## src/rtl/rv32i_defs.sv

```systemverilog
// Shared definitions for the rv32i single-cycle core and its boot-time program loader.
package rv32i_defs;

   localparam int InstructionSize   = 32;
   localparam int LoaderHeaderBytes = 4;

   typedef enum logic [2:0] {
      LEN,
      DATA,
      CHECK,
      DONE,
      ERROR
   } loader_state_t;

   // Instruction memory capacity in words for a given byte-address width.
   function automatic int max_words(input int addr_size);
      return 2 ** (addr_size - 2);
   endfunction

endpackage

```

## src/rtl/byte_word_assembler.sv

```systemverilog
// Packs a little-endian byte stream into 32-bit words; word/word_done are valid
// combinationally in the same cycle the fourth byte is strobed in.
module byte_word_assembler
   import rv32i_defs::*;
(
   input  logic                       clk,
   input  logic                       rst,
   input  logic                       clear,
   input  logic                       byte_strobe,
   input  logic [7:0]                 byte_in,
   output logic [InstructionSize-1:0] word,
   output logic                       word_done
);

   localparam int CountWidth = $clog2(LoaderHeaderBytes);

   logic [CountWidth-1:0]      byte_count;
   logic [InstructionSize-1:0] shift_reg;

   // Newest byte enters at the top so the first byte ends up in bits [7:0].
   assign word      = {byte_in, shift_reg[InstructionSize-1:8]};
   assign word_done = byte_strobe && (byte_count == CountWidth'(LoaderHeaderBytes - 1));

   always_ff @(posedge clk) begin
      if (rst || clear) begin
         byte_count <= '0;
         shift_reg  <= '0;
      end else if (byte_strobe) begin
         byte_count <= byte_count + 1'b1;
         shift_reg  <= word;
      end
   end

endmodule

```

## src/rtl/program_loader.sv

```systemverilog
// Boot loader: streams a length-prefixed image into instruction memory, then releases core reset.
// Optional trailing XOR checksum gate selected by PROGRAM_LOADER_CHECKSUM_EN.
module program_loader
   import rv32i_defs::*;
#(
   parameter int AddrSize  = 10,
   parameter int CountSize = 16
) (
   input  logic                       clk,
   input  logic                       rst,
   input  logic                       byte_valid,
   input  logic [7:0]                 byte_data,
   output logic                       byte_ready,
   output logic                       mem_write_enable,
   output logic [AddrSize-1:0]        mem_addr,
   output logic [InstructionSize-1:0] mem_write_data,
   output logic                       core_rst,
   output logic                       loaded,
   output logic                       error
);

   localparam int MaxWords   = max_words(AddrSize);
   localparam int IndexWidth = AddrSize - 1;

   loader_state_t              state;
   logic [IndexWidth-1:0]      word_index;
   logic [CountSize-1:0]       word_count;
   logic                       accept;
   logic                       asm_strobe;
   logic                       asm_clear;
   logic [InstructionSize-1:0] asm_word;
   logic                       asm_done;
   logic                       hdr_zero;
   logic                       hdr_bad;
   logic                       last_word;
`ifdef PROGRAM_LOADER_CHECKSUM_EN
   logic [7:0]                 checksum;
`else
   logic                       last_write;
`endif

   assign accept     = byte_valid && byte_ready;
   assign asm_strobe = accept && ((state == LEN) || (state == DATA));
   assign asm_clear  = (state == DONE) || (state == ERROR);

   assign hdr_zero  = (asm_word == '0);
   assign hdr_bad   = ((asm_word >> CountSize) != '0) || (asm_word > InstructionSize'(MaxWords));
   assign last_word = (32'(word_index) + 32'd1) == 32'(word_count);

   byte_word_assembler u_assembler (
      .clk         (clk),
      .rst         (rst),
      .clear       (asm_clear),
      .byte_strobe (asm_strobe),
      .byte_in     (byte_data),
      .word        (asm_word),
      .word_done   (asm_done)
   );

   always_ff @(posedge clk) begin
      if (rst) begin
         state            <= LEN;
         word_index       <= '0;
         word_count       <= '0;
         byte_ready       <= 1'b0;
         mem_write_enable <= 1'b0;
         mem_addr         <= '0;
         mem_write_data   <= '0;
         core_rst         <= 1'b1;
         loaded           <= 1'b0;
         error            <= 1'b0;
`ifdef PROGRAM_LOADER_CHECKSUM_EN
         checksum         <= '0;
`else
         last_write       <= 1'b0;
`endif
      end else begin
         mem_write_enable <= 1'b0;
         case (state)
            LEN: begin
               byte_ready <= 1'b1;
               if (asm_done) begin
                  if (hdr_zero) begin
`ifdef PROGRAM_LOADER_CHECKSUM_EN
                     state      <= CHECK;
`else
                     state      <= DONE;
                     core_rst   <= 1'b0;
                     loaded     <= 1'b1;
                     byte_ready <= 1'b0;
`endif
                  end else if (hdr_bad) begin
                     state      <= ERROR;
                     error      <= 1'b1;
                     byte_ready <= 1'b0;
                  end else begin
                     word_count <= asm_word[CountSize-1:0];
                     state      <= DATA;
                  end
               end
            end

            DATA: begin
               byte_ready <= 1'b1;
`ifdef PROGRAM_LOADER_CHECKSUM_EN
               if (asm_strobe) begin
                  checksum <= checksum ^ byte_data;
               end
`endif
               if (asm_done) begin
                  mem_write_enable <= 1'b1;
                  mem_addr         <= {word_index[IndexWidth-2:0], 2'b00};
                  mem_write_data   <= asm_word;
                  word_index       <= word_index + 1'b1;
                  if (last_word) begin
`ifdef PROGRAM_LOADER_CHECKSUM_EN
                     state <= CHECK;
`else
                     last_write <= 1'b1;
`endif
                  end
               end
`ifndef PROGRAM_LOADER_CHECKSUM_EN
               // Release waits one cycle so the final strobe is seen with the core still in reset.
               if (last_write) begin
                  last_write <= 1'b0;
                  state      <= DONE;
                  core_rst   <= 1'b0;
                  loaded     <= 1'b1;
                  byte_ready <= 1'b0;
               end
`endif
            end

`ifdef PROGRAM_LOADER_CHECKSUM_EN
            CHECK: begin
               byte_ready <= 1'b1;
               if (accept) begin
                  byte_ready <= 1'b0;
                  if (byte_data == checksum) begin
                     state    <= DONE;
                     core_rst <= 1'b0;
                     loaded   <= 1'b1;
                  end else begin
                     state <= ERROR;
                     error <= 1'b1;
                  end
               end
            end
`endif

            DONE: begin
               byte_ready <= 1'b0;
               core_rst   <= 1'b0;
               loaded     <= 1'b1;
            end

            ERROR: begin
               byte_ready <= 1'b0;
               core_rst   <= 1'b1;
               loaded     <= 1'b0;
               error      <= 1'b1;
            end

            default: begin
               state      <= ERROR;
               error      <= 1'b1;
               byte_ready <= 1'b0;
            end
         endcase
      end
   end

endmodule

```

## config.mk

```make
export PLATFORM = sky130hd
export DESIGN_NAME = program_loader
export DESIGN_NICKNAME = d
export VERILOG_FILES = /design/src/rtl/rv32i_defs.sv /design/src/rtl/byte_word_assembler.sv /design/src/rtl/program_loader.sv
export SDC_FILE = /design/constraint.sdc
export NUM_CORES = 1
export LEC_CHECK = 0
export BUFFER_PORTS_ARGS = -buffer_cell sky130_fd_sc_hd__buf_2
export CAP_MARGIN = 25
export CORE_UTILIZATION = 57
export CTS_BUF_LIST = sky130_fd_sc_hd__clkbuf_8 sky130_fd_sc_hd__clkbuf_16
export CTS_CLUSTER_SIZE = 14
export DETAILED_ROUTE_END_ITERATION = 16
export PLACE_DENSITY = 0.79
export REMOVE_ABC_BUFFERS = 1
export SLEW_MARGIN = 0
export SYNTH_ARGS = -nofsm -noshare
export SYNTH_HDL_FRONTEND = slang
export SYNTH_HIERARCHICAL = 1
export SYNTH_SLANG_ARGS = --single-unit
```

## constraint.sdc

```tcl
create_clock -name clk -period 3.18 [get_ports clk]
set_clock_uncertainty 0.15 [all_clocks]
set_input_delay 0.318 -clock clk [delete_from_list [all_inputs] [get_ports clk]]
set_output_delay 0.318 -clock clk [all_outputs]
set_load 0.01 [all_outputs]
```

### Word level (Yosys, flattened, before mapping)

Cells that the tools add are included.

* flip-flop bits (word level): 108
* output and inout port bits: 47
* word-level logic and storage cells: 77
* bits of input ports: 11

* reductions and logical operators: 19
* $add $sub $neg: 3
* bitwise gates (word level): 5
* muxes and demuxes: 26
* eq/ne operators: 10
* $lt $le $gt $ge: 1

Operators with widths (count)
* greater-than comparator 32 x 9 -> 1 bit (second input constant): 1
* zero test 32 bit: 1
* nonzero test 32 bit: 1
* 2-to-1 mux 1 bit: 17
* == test 10 x 16 -> 1 bit: 1
* 2-to-1 mux 3 bit: 4
* AND reduction 4 bit: 3
* adder 9 x 1 -> 10 bit (second input constant): 1
* != test 2 bit (second input constant): 5
* adder 9 x 1 -> 9 bit (second input constant): 1
* one-hot mux 3 bit (3 select lines): 1
* one-hot mux 1 bit (4 select lines): 2
* OR reduction 2 bit: 3
* inverter 1 bit: 5
* logical OR 1 bit: 4
* one-hot mux 1 bit (2 select lines): 2
* nonzero test 4 bit: 1
* == test 3 x 1 -> 1 bit (second input constant): 1
* == test 3 x 2 -> 1 bit (second input constant): 1
* == test 3 bit (second input constant): 1
* logical AND 1 bit: 3
* zero test 3 bit: 1
* AND reduction 3 bit: 1
* adder 2 x 1 -> 2 bit (second input constant): 1
* 2 further kinds: 2

### Depth between registers and ports, before layout

* depth in word-level cells: 6
* depth in mapped cells: 12
* mapped depth without buffers: 8

### Hierarchy

Netlist, hierarchy kept.

Modules (own cells, without submodules)
* program_loader: sequential area each 1481.4 um2, area an instance 3130.5 um2, cells an instance 372, times used 1
* byte_word_assembler: sequential area each 520.5 um2, area an instance 1039.7 um2, cells an instance 95, times used 1

### Least setup slack after synthesis

Ideal clock, no wire load.

* path type: register to register
* from: register state[1]
* to: register word_count[0]
* path buffers: 4
* clock period less this slack: 2604 ps
* setup slack: 576 ps
* data required time: 2902 ps
* arrival time: 2326 ps
* stages on the path, launching flop included: 13
* setup time: 128 ps
* path through: dfxtp_1 -> clkbuf_1 -> nor2_1 -> and3_1 -> buf_6 -> buf_6 -> and2_1 -> nor2b_1 -> nand2_1 -> a2111oi_4 -> buf_6 -> mux2i_1 -> nor2_1

* word-level cells in the longest chain between the ends: 5
* elaborated cells between the ends (all ways): 6
* those cells by class: eq/ne (1); reduce/logical (5)

RTL lines
* start, declared: RTL line program_loader.sv:25 `loader_state_t state;`
* start signal, assigned: RTL line program_loader.sv:62 `state <= LEN;`
* start signal, assigned: RTL line program_loader.sv:87 `state <= DONE;`
* start signal, assigned: RTL line program_loader.sv:93 `state <= ERROR;`
* == test 3 x 1 -> 1 bit or zero test 3 bit (tied branches): RTL line program_loader.sv:43 `assign asm_strobe = accept && ((state == LEN) || (state == DATA));`
* logical OR 1 bit *: RTL line program_loader.sv:43
* logical AND 1 bit *: RTL line program_loader.sv:43
* named net asm_strobe: RTL line program_loader.sv:29 `logic asm_strobe;`
* logical AND 1 bit *: RTL line byte_word_assembler.sv:22 `assign word_done = byte_strobe && (byte_count == CountWidth'(LoaderHeaderBytes - 1));`
* named net asm_done: RTL line program_loader.sv:32 `logic asm_done;`
* AND reduction 4 bit (no source line) *
* end signal, assigned: RTL line program_loader.sv:97 `word_count <= asm_word[CountSize-1:0];`
* end, declared: RTL line program_loader.sv:27 `logic [CountSize-1:0] word_count;`

The timed path passes the listed nets; every way through them passes the cells marked *.
A chain may end at the register's enable or synchronous reset.

### Worst setup path in the final report

* from: register state[1]
* to: register word_count[1]

The elaborated chain is that of the path after synthesis.

==> impl_metrics.ini <==
[worst_setup_path]
path_buf_inv = 1
crit_type = register to register
path_cells = nor2_1, and3_1, and2_1, nor2b_1, nand2_1, a2111oi_4, buf_4, mux2i_1, nor2_1
crit_required_ps = 3270
critPathMostFrequentCell = nor2_1
rr_worst_depth = 9
end_kind = register
cp_slowest_stage_delay_ps = 570
cp_data_arrival_time_ps = 2820
crit_family = simple AND/OR/NAND/NOR gates
cp.depth = 9
worst_path_max_delay_cell = a2111oi_4
crit_fanout = 9
critPathLaunchType = register

[cts]
cts_sinks = 100
clkTransAtPathRegs_ps = 90
clockBufferDepth = 2
cts_max_level = 3
cts_resized = 0
cts-root-buf = clkbuf_8
cts_setup_buffers = 0
cts_tree = yes
clock_latency_ps = 360
cts_made_buffers = 9
cts_hold_buf = 0

[die]
start_util = 0.601
num_rows = 30
num_io_pins = 58
core_area_sq_um = 6940
fp.dieH_um = 87.5
dieWidth_um = 87.5
dieArea_sq_um = 7660

[timing]
setup_viol = 0
fin_crit_ps = 2720
worst_pin_slew_ps = 878
rsz0062_at_grt = false
fin_crit_sh = 0.857
max_clock_freq_mhz = 367
relSlewSlack = 0.415
hold_violations = 0
maxSlewViolCount = 0

[yosys]
synth_warnings = 6
syn_avg_cell_area_sq_um = 8.93
synth_area_sq_um = 4170
ys_types = 49
synth_edf_count = 0
async_flop_share = 0
ys_ff_latch = 100
synth_cells = 467
synth_seq_area_share = 0.480
synth_flop_cell = dfxtp_1

[global_routing]
grt_pass1_vias = 3001
gr-total-overflow = 0
antenna_found_initial = 0
grt_pass1_wl_um = 13900
grt_max_degree = 31
grt_usage = 0.233

[power_and_ir_drop]
combPwrFrac = 0.038
power.total_w = 0.00210
p_clk_frac = 0.357
p_int_w = 0.00160
power_switching_w = 0.000500
seq_power_share = 0.605
total_leakage_power_nw = 1.72
p_per_area_nw_per_um2 = 461
ir_drop_uv = 329
sw_frac_of_total = 0.238

[routing]
vias = 3202
drcViolationCount = 0
drt_iter0_drc = 110
dr.pass1.iters = 4
wl_per_cell_um = 13.9
antenna_left = 0
wirelength_um = 8370
routed_via_density = 5.30

[placed_design]
port_buffers = 55
postPlaceCellArea_sq_um = 4380
gp_congestion = 0.905
dpl.hpwl_um = 5690

[run]
maxCapViolCount = 0

[cells_and_area]
syn_to_final_growth_pct = 9.39
nNetsFinal = 516
drive_gt1_frac = 0.177
final_area_sq_um = 4560
filler_cell_count = 590
diodes = 0
largest_register_ffs = 32

[worst_hold_path]
whs_path_depth = 3
hp-class = input pin to register

[outcome]
outcome = completed
logic make-up after synthesis:
kind of cell / count (synthesis) / synth area share
buf+inv: 45 / 0.0693
simple gates: 196 / 0.212
mux: 36 / 0.0864
xor+xnor: 18 / 0.0378
fa+ha+maj: 2 / 0.00600
other cells: 1 / 0.000899
compound gates: 69 / 0.108
flops: 100 / 0.480
cell usage in the layout, fill, tap and decap left out, types with 3 or more instances in the layout:
master	netlist	routed
dfxtp_1	100	100
inv_1	6	6
and2_1	7	7
clkbuf_8	2	10
nor2b_1	3	3
xnor2_1	13	13
buf_2	0	55
nor2_1	50	50
buf_4	10	8
nand2_1	95	95
xor2_1	5	5
nor3_1	8	8
nand3_1	4	4
o21ai_0	4	4
a21oi_1	46	46
nand4_1	3	3
mux2i_1	36	36
nor4_1	10	10
power by group through the flow:
stage                     clock (W)  combinational, W  sequential, W
after floorplan                   0         0.0000453        0.00130
after global placement            0         0.0000776        0.00130
after detailed placement          0         0.0000792        0.00130
after CTS                  0.000772         0.0000800        0.00127
after global routing       0.000828         0.0000878        0.00127
final                      0.000751         0.0000802        0.00127
layout make-up:
cell class | instances | area, sq um | share of cell area
sequential | 100 | 2000 | 0.439
multi-input combinational | 323 | 1900 | 0.416
timing repair buffer | 63 | 335 | 0.0735
clock buffer | 10 | 138 | 0.0302
tap | 96 | 120 | 0.0263
clock inverter | 6 | 47.5 | 0.0104
inverter | 6 | 22.5 | 0.00494
cells in the mapped netlist, types with 2 or more instances:
cell | number | area share
and3_1 | 2 | 0.0030
xor2_1 | 5 | 0.011
clkbuf_1 | 18 | 0.016
a2111oi_4 | 2 | 0.013
o21ai_0 | 4 | 0.0048
a211o_1 | 2 | 0.0042
clkbuf_8 | 2 | 0.0066
ha_1 | 2 | 0.0060
xnor2_1 | 13 | 0.027
nand3b_1 | 2 | 0.0036
nor2b_1 | 3 | 0.0045
buf_4 | 10 | 0.018
dfxtp_1 | 100 | 0.48
inv_1 | 6 | 0.0054
and2_1 | 7 | 0.011
mux2i_1 | 36 | 0.086
nor4_1 | 10 | 0.015
a21o_1 | 2 | 0.0036
clkbuf_2 | 2 | 0.0024
o31ai_1 | 2 | 0.0036
o211ai_1 | 2 | 0.0036
buf_6 | 5 | 0.014
nand4_1 | 3 | 0.0045
nor3_1 | 8 | 0.0096
o21ba_2 | 2 | 0.0048
or3_1 | 2 | 0.0030
a21oi_1 | 46 | 0.055
nand2_1 | 95 | 0.086
buf_8 | 2 | 0.0072
nand3_1 | 4 | 0.0048
nor2_1 | 50 | 0.045
path summary, 6_finish.rpt:
path / start / endpoint / slack, ps
hold / removal: byte_data[3] / mem_write_data[27]$_SDFFE_PP0P_ / 60
setup / recovery: state[1]$_SDFFE_PP0P_ / word_count[1]$_SDFFE_PP0P_ / 460
hold reg to reg: mem_addr[8]$_SDFFE_PP0P_ / mem_addr[8]$_SDFFE_PP0P_ / 310
setup reg to reg: state[1]$_SDFFE_PP0P_ / word_count[1]$_SDFFE_PP0P_ / 460
through the flow:
stage	utilization	setup WS (ps)	std cells	hold slack, ps	TNS, ps
3_5_place_dp	0.630	488	588	291	0
3_3_place_gp	0.630	610	588	281	0
2_1_floorplan	-	-1130	429	237	-48590
6_report	0.657	456	604	61.1	0
5_1_grt	0.657	174	604	58.9	0
4_1_cts	0.657	466	604	45.7	0
routing by layer:
| metal | vias to the layer above | track usage | part of all wire |
|---|---|---|---|
| li1 | 1638 | - | - |
| met1 | 1478 | 0.299 | 0.48 |
| met2 | 71 | 0.390 | 0.47 |
| met3 | 15 | 0.0405 | 0.034 |
| met4 | 0 | 0.0939 | 0.016 |
| met5 | - | 0 | 0 |
tightest hold or removal path, delay by kind of cell:
family,cells,cell delay (ps)
simple gates,1,50
buf+inv,1,110
compound gates,1,50
No activity file was read; power rests on OpenSTA's default activity.
